## src/rtl/core_inst_sequencer_if.sv

```systemverilog
// core_inst_sequencer_if: host/core-side bundle for the instruction sequencer.
// master = host driving start/combine/valids, slave = the sequencer.
interface core_inst_sequencer_if;
   logic        start;
   logic        combine;
   logic        load_valid;
   logic        load_ready;
   logic        fifo_valid;
   logic [26:0] inst;
   logic        busy;
   logic        done;
   logic [15:0] cycle_cnt;

   modport master (
      output start, combine, load_valid, fifo_valid,
      input  load_ready, inst, busy, done, cycle_cnt
   );

   modport slave (
      input  start, combine, load_valid, fifo_valid,
      output load_ready, inst, busy, done, cycle_cnt
   );
endinterface

```

## src/rtl/core_inst_sequencer.sv

```systemverilog
// core_inst_sequencer: walks one pass of load/kload/exec/drain/norm phases.
// Optional busy-cycle counter enabled by defining SEQ_PERF_CNT_EN.
module core_inst_sequencer #(
   parameter int ROWS     = 8,
   parameter int KROWS    = 8,
   parameter int NORM_LAT = 2
) (
   input logic                 clk,
   input logic                 reset,
   core_inst_sequencer_if.slave bus
);

   typedef enum logic [3:0] {
      S_IDLE, S_LOAD_Q, S_LOAD_K, S_KLOAD, S_EXEC,
      S_DRAIN, S_ACC, S_SYNC, S_DIV, S_DONE
   } state_t;

   localparam logic [4:0] ROWS_N   = 5'(ROWS);
   localparam logic [4:0] ROWS_M1  = 5'(ROWS - 1);
   localparam logic [4:0] KROWS_M1 = 5'(KROWS - 1);
   localparam logic [4:0] LAT      = 5'(NORM_LAT);
   localparam logic [4:0] DIV_M1   = 5'(ROWS + NORM_LAT - 1);

   state_t      state_q;
   logic [4:0]  cnt_q;
   logic        combine_q;
   logic [26:0] inst_c;
   logic [3:0]  nadd;

   assign nadd = cnt_q[3:0] - LAT[3:0];

   // Phase FSM: cnt_q indexes the row/beat within the current phase.
   always_ff @(posedge clk or posedge reset) begin
      if (reset) begin
         state_q   <= S_IDLE;
         cnt_q     <= '0;
         combine_q <= 1'b0;
      end else begin
         unique case (state_q)
            S_IDLE: if (bus.start) begin
               combine_q <= bus.combine;
               cnt_q     <= '0;
               state_q   <= S_LOAD_Q;
            end
            S_LOAD_Q: if (bus.load_valid) begin
               if (cnt_q == ROWS_M1) begin
                  cnt_q   <= '0;
                  state_q <= S_LOAD_K;
               end else cnt_q <= cnt_q + 5'd1;
            end
            S_LOAD_K: if (bus.load_valid) begin
               if (cnt_q == KROWS_M1) begin
                  cnt_q   <= '0;
                  state_q <= S_KLOAD;
               end else cnt_q <= cnt_q + 5'd1;
            end
            S_KLOAD: begin
               if (cnt_q == KROWS_M1) begin
                  cnt_q   <= '0;
                  state_q <= S_EXEC;
               end else cnt_q <= cnt_q + 5'd1;
            end
            S_EXEC: begin
               if (cnt_q == ROWS_M1) begin
                  cnt_q   <= '0;
                  state_q <= S_DRAIN;
               end else cnt_q <= cnt_q + 5'd1;
            end
            S_DRAIN: if (bus.fifo_valid) begin
               if (cnt_q == ROWS_M1) begin
                  cnt_q   <= '0;
                  state_q <= S_ACC;
               end else cnt_q <= cnt_q + 5'd1;
            end
            S_ACC: begin
               if (cnt_q == ROWS_M1) begin
                  cnt_q   <= '0;
                  state_q <= S_SYNC;
               end else cnt_q <= cnt_q + 5'd1;
            end
            S_SYNC: state_q <= S_DIV;
            S_DIV: begin
               if (cnt_q == DIV_M1) begin
                  cnt_q   <= '0;
                  state_q <= S_DONE;
               end else cnt_q <= cnt_q + 5'd1;
            end
            S_DONE: state_q <= S_IDLE;
            default: state_q <= S_IDLE;
         endcase
      end
   end

   // Instruction word decode from state, beat counter and captured combine.
   always_comb begin
      inst_c = '0;
      unique case (state_q)
         S_LOAD_Q: if (bus.load_valid) begin
            inst_c[4]     = 1'b1;
            inst_c[15:12] = cnt_q[3:0];
         end
         S_LOAD_K: if (bus.load_valid) begin
            inst_c[2]     = 1'b1;
            inst_c[15:12] = cnt_q[3:0];
         end
         S_KLOAD: begin
            inst_c[3]     = 1'b1;
            inst_c[6]     = 1'b1;
            inst_c[15:12] = cnt_q[3:0];
         end
         S_EXEC: begin
            inst_c[5]     = 1'b1;
            inst_c[7]     = 1'b1;
            inst_c[15:12] = cnt_q[3:0];
         end
         S_DRAIN: if (bus.fifo_valid) begin
            inst_c[16]   = 1'b1;
            inst_c[0]    = 1'b1;
            inst_c[11:8] = cnt_q[3:0];
         end
         S_ACC: begin
            inst_c[1]    = 1'b1;
            inst_c[18]   = 1'b1;
            inst_c[17]   = combine_q;
            inst_c[11:8] = cnt_q[3:0];
         end
         S_SYNC: inst_c[17] = combine_q;
         S_DIV: begin
            inst_c[17] = combine_q;
            if (cnt_q < ROWS_N) begin
               inst_c[1]    = 1'b1;
               inst_c[19]   = 1'b1;
               inst_c[11:8] = cnt_q[3:0];
            end
            if (cnt_q >= LAT) begin
               inst_c[22]    = 1'b1;
               inst_c[26:23] = nadd;
            end
         end
         default: inst_c = '0;
      endcase
   end

   assign bus.inst       = inst_c;
   assign bus.busy       = (state_q != S_IDLE);
   assign bus.done       = (state_q == S_DONE);
   assign bus.load_ready = (state_q == S_LOAD_Q) || (state_q == S_LOAD_K);

`ifdef SEQ_PERF_CNT_EN
   logic [15:0] cyc_q;

   // Busy-cycle counter: cleared on accepted start, saturating.
   always_ff @(posedge clk or posedge reset) begin
      if (reset) begin
         cyc_q <= '0;
      end else if (state_q == S_IDLE) begin
         if (bus.start) cyc_q <= '0;
      end else if (cyc_q != 16'hFFFF) begin
         cyc_q <= cyc_q + 16'd1;
      end
   end

   assign bus.cycle_cnt = cyc_q;
`else
   assign bus.cycle_cnt = '0;
`endif

endmodule
```

## src/flat_wrapper.sv

```systemverilog
// flat-port wrapper written by rule: the top's interface ports become plain ports
module core_inst_sequencer_flat 
#(
   parameter int ROWS     = 8,
   parameter int KROWS    = 8,
   parameter int NORM_LAT = 2
)
  (clk, reset, bus_start, bus_combine, bus_load_valid, bus_fifo_valid, bus_load_ready, bus_inst, bus_busy, bus_done, bus_cycle_cnt);
  core_inst_sequencer_if bus_i ();
  input logic clk;
  input logic reset;
  input wire logic [$bits(bus_i.start)-1:0] bus_start;
  input wire logic [$bits(bus_i.combine)-1:0] bus_combine;
  input wire logic [$bits(bus_i.load_valid)-1:0] bus_load_valid;
  input wire logic [$bits(bus_i.fifo_valid)-1:0] bus_fifo_valid;
  output wire logic [$bits(bus_i.load_ready)-1:0] bus_load_ready;
  output wire logic [$bits(bus_i.inst)-1:0] bus_inst;
  output wire logic [$bits(bus_i.busy)-1:0] bus_busy;
  output wire logic [$bits(bus_i.done)-1:0] bus_done;
  output wire logic [$bits(bus_i.cycle_cnt)-1:0] bus_cycle_cnt;
  assign bus_i.start = bus_start;
  assign bus_i.combine = bus_combine;
  assign bus_i.load_valid = bus_load_valid;
  assign bus_i.fifo_valid = bus_fifo_valid;
  assign bus_load_ready = bus_i.load_ready;
  assign bus_inst = bus_i.inst;
  assign bus_busy = bus_i.busy;
  assign bus_done = bus_i.done;
  assign bus_cycle_cnt = bus_i.cycle_cnt;
  core_inst_sequencer #(.ROWS(ROWS), .KROWS(KROWS), .NORM_LAT(NORM_LAT)) u_core (.clk(clk), .reset(reset), .bus(bus_i));
endmodule
```

## config.mk

```make
export PLATFORM = sky130hd
export DESIGN_NAME = core_inst_sequencer_flat
export DESIGN_NICKNAME = d
export VERILOG_FILES = /design/src/rtl/core_inst_sequencer_if.sv /design/src/rtl/core_inst_sequencer.sv /design/src/flat_wrapper.sv
export SDC_FILE = /design/constraint.sdc
export NUM_CORES = 1
export LEC_CHECK = 0
export ABC_AREA = 1
export CAP_MARGIN = 0
export CORE_MARGIN = 8
export CORE_UTILIZATION = 43
export CTS_BUF_LIST = sky130_fd_sc_hd__clkbuf_4
export CTS_CLUSTER_DIAMETER = 60
export DETAILED_ROUTE_END_ITERATION = 6
export PLACE_DENSITY = 0.93
export SYNTH_ARGS = -nofsm -noshare
export SYNTH_HDL_FRONTEND = slang
export SYNTH_SLANG_ARGS = --single-unit
```

## constraint.sdc

```tcl
create_clock -name clk -period 1.6 [get_ports clk]
set_input_delay 0.48 -clock clk [delete_from_list [all_inputs] [get_ports clk]]
set_output_delay 0.48 -clock clk [all_outputs]
set_load 0.01 [all_outputs]
```

==> impl_metrics.json <==
{
  "clk_latency_ns": 0.27,
  "place_ws_ns": -0.883,
  "hold_class": "input pin to async pin",
  "core_sq_um": 2500,
  "use_met3_pct": 3.64,
  "grt_pass1_wl_um": 8600,
  "total_power_mw": 4.41,
  "numCtsBuffers": 3,
  "worst_path_most_repeated_cell": "nor2_4",
  "ys_seq_area_share_pct": 21.9,
  "cts_num_sinks": 10,
  "firstDrtPassIters": 6,
  "syn_area_per_cell_sq_um": 5.97,
  "cp.required_ns": 1.12,
  "fmaxAchievable_mhz": 444,
  "place_congestion": 0.990,
  "ys_seq_elements": 10,
  "synth_cell_types": 21,
  "wl_per_cell_um": 25.3,
  "setup_ws_ns": -0.650,
  "fillers": 72,
  "cpMaxStageDelayCell": "dfrtp_2",
  "top_usage_layer": "met2",
  "slowest_delay_ns": 0.50,
  "layout.nets": 295,
  "cts_tree": "yes",
  "post-route-util_pct": 94.4,
  "syn_to_final_growth_pct": 107,
  "grt_setup_unrepaired": "true",
  "io_pins": 52,
  "setup_viol": 36,
  "synth_top_cell_by_area": "dfrtp_1",
  "p_per_area_nw_per_um2": 1870,
  "violations": "setup timing",
  "placed_area_sq_um": 1770,
  "critPathMaxFanout": 5,
  "use_met1_pct": 28.0,
  "grt_pass1_vias": 1742,
  "p_leak_nw": 1.19,
  "yosysTopAreaCellShare_pct": 21.9,
  "final_max_slew_viol_count": 0,
  "cts-hold-fix-buffers": 0,
  "syn_inst": 191,
  "ys_top_cells_by_area": "dfrtp_1, nand2_1, buf_4, nor2_1, inv_1",
  "num_vias": 1939,
  "endpoint_kind": "output pin",
  "path_cells": "inv_4, nand2_4, nor2_4, inv_4, nor2_4, nor2_4, nor2_4, buf_6",
  "path_clk_slew_ns": 0.06,
  "hpwl_um": 2960,
  "cts_max_path_buffers": 2,
  "fin_setup_tns_ns": -15.05,
  "use_met2_pct": 41.4,
  "cap_violations": 0,
  "vdd_ir_drop_max_v": 0.00215,
  "synth_warnings": 0,
  "die_y_um": 67.5,
  "antenna_found_initial": 0,
  "drc": 0,
  "grt_start_max_net_pins": 11,
  "critPathArrivalTime_ns": 1.77,
  "rows": 18,
  "drtAntennaViolNets": 0,
  "min_period_ns": 2.25,
  "wl_um": 7920,
  "portBuffers": 33,
  "finalInstanceArea_sq_um": 2360,
  "grt-ovfl-total": 0,
  "start_util_pct": 45.6,
  "drive_above_1_share_pct": 60.8,
  "path_class": "flip-flop to output pin",
  "worstSetupStartpointType": "flip-flop",
  "final.setup_skew_ns": 0.00237,
  "status": "finished, violations left",
  "die_x_um": 67.5,
  "n_antenna_cell": 0,
  "grt_usage_pct": 24.3,
  "htree_num_levels": 1,
  "dieArea_sq_um": 4560,
  "via_per_inst": 6.19,
  "fin_crit_sh_pct": 141,
  "drtIter0Drc": 206,
  "clockRootBuffer": "clkbuf_4",
  "finalHoldViolCount": 0,
  "syn_area_sq_um": 1140
}
## cells in the final DEF (no fill, tap or decap), drive strengths merged, types with 2 or more instances in the layout
master / netlist / layout
xnor2: 2 / 2
nand4: 3 / 3
xor2: 2 / 2
nor2: 39 / 39
conb: 1 / 18
a21oi: 3 / 3
clkbuf: 0 / 3
o21ai: 6 / 6
nand2: 60 / 60
buf: 21 / 87
clkdlybuf4s50: 0 / 4
nand3: 12 / 12
dfrtp: 10 / 10
ha: 5 / 5
inv: 24 / 24
## cells in the mapped netlist
master / count
nand3b_1: 1
nor2_1: 35
nand2_1: 58
nand3_1: 11
inv_2: 2
o21ai_0: 5
inv_1: 22
a21oi_1: 3
nand4_1: 3
a31oi_1: 1
nor2_2: 4
nand3_2: 1
xor2_1: 2
xnor2_1: 2
o21ai_1: 1
nand2_2: 2
nor4_2: 1
ha_1: 5
buf_4: 21
conb_1: 1
dfrtp_1: 10
## layer usage
layer / part of all wire [%] / wire [um]
met5: 0 / 0
met4: 6.8 / 541
met3: 13 / 1070
met2: 45 / 3530
met1: 35 / 2780
## registers in the layout (all words and copies together), names as in the netlist
name / count
u_core.cnt_q: 5
u_core.combine_q: 1
u_core.state_q: 4
## cell type report
type / instances / area, sq um / share of cell area [%]
timing repair buffer: 92 / 817 / 34.6
clock inverter: 1 / 3.75 / 0.159
tap: 30 / 37.5 / 1.59
inverter: 24 / 105 / 4.45
sequential: 10 / 254 / 10.8
clock buffer: 3 / 22.5 / 0.954
multi-input combinational: 153 / 1120 / 47.5
## power by group
group	internal [mW]	total, mW	switching [mW]
clock network	0.0902	0.177	0.0865
registers	0.351	0.481	0.130
logic	1.50	3.76	2.25
total	1.95	4.41	2.47
## through the flow
| step | std cells | hold WS [ns] |
|---|---|---|
| floorplan | 208 | 0.320 |
| global placement | 284 | 0.524 |
| detailed placement | 284 | 0.562 |
| CTS | 301 | 0.485 |
| global route | 313 | 0.513 |
| finish | 313 | 0.483 |
## worst max-delay path: cells and delay by family, from the launching register on
kind          cells  cell delay (ns)
buf+inv           3             0.34
flops             1             0.50
simple gates      5             0.66
## cells by family (layout without fill, tap and decap cells)
family,count (synthesis),count (layout),share of synthesized area [%]
simple gates,116,116,43.0
buf+inv,45,120,21.7
compound gates,10,10,4.49
flops,10,10,21.9
fa+ha+maj,5,5,5.48
xor+xnor,4,4,3.07
other cells,1,18,0.329
## repair_timing
| action | 4_1_cts | 5_1_grt |
|---|---|---|
| pin swaps | 18 | 29 |
| gates cloned | 0 | 0 |
| endpoints found under the setup margin | 36 | 36 |
| gates resized for setup | 179 | 70 |
| buffers inserted | 13 | 16 |
## worst paths after layout
| kind | slack [ns] | cells after the start | startpoint | end |
|---|---|---|---|---|
| hold / removal | 0.48 | 2 | reset | u_core.state_q[2]$_DFFE_PP0P_ |
| hold reg to reg | 0.59 | 2 | u_core.state_q[2]$_DFFE_PP0P_ | u_core.state_q[2]$_DFFE_PP0P_ |
| setup reg to reg | -0.26 | 9 | u_core.state_q[1]$_DFFE_PP0P_ | u_core.cnt_q[0]$_DFFE_PP0P_ |
| max in group asynchronous | 0.83 | 2 | reset | u_core.state_q[0]$_DFFE_PP0P_ |
| setup / recovery | -0.65 | 8 | u_core.state_q[1]$_DFFE_PP0P_ | bus_inst[9] |
| min in group clk | 0.59 | 2 | u_core.state_q[2]$_DFFE_PP0P_ | u_core.state_q[2]$_DFFE_PP0P_ |
(Power assumes the default switching activity.)
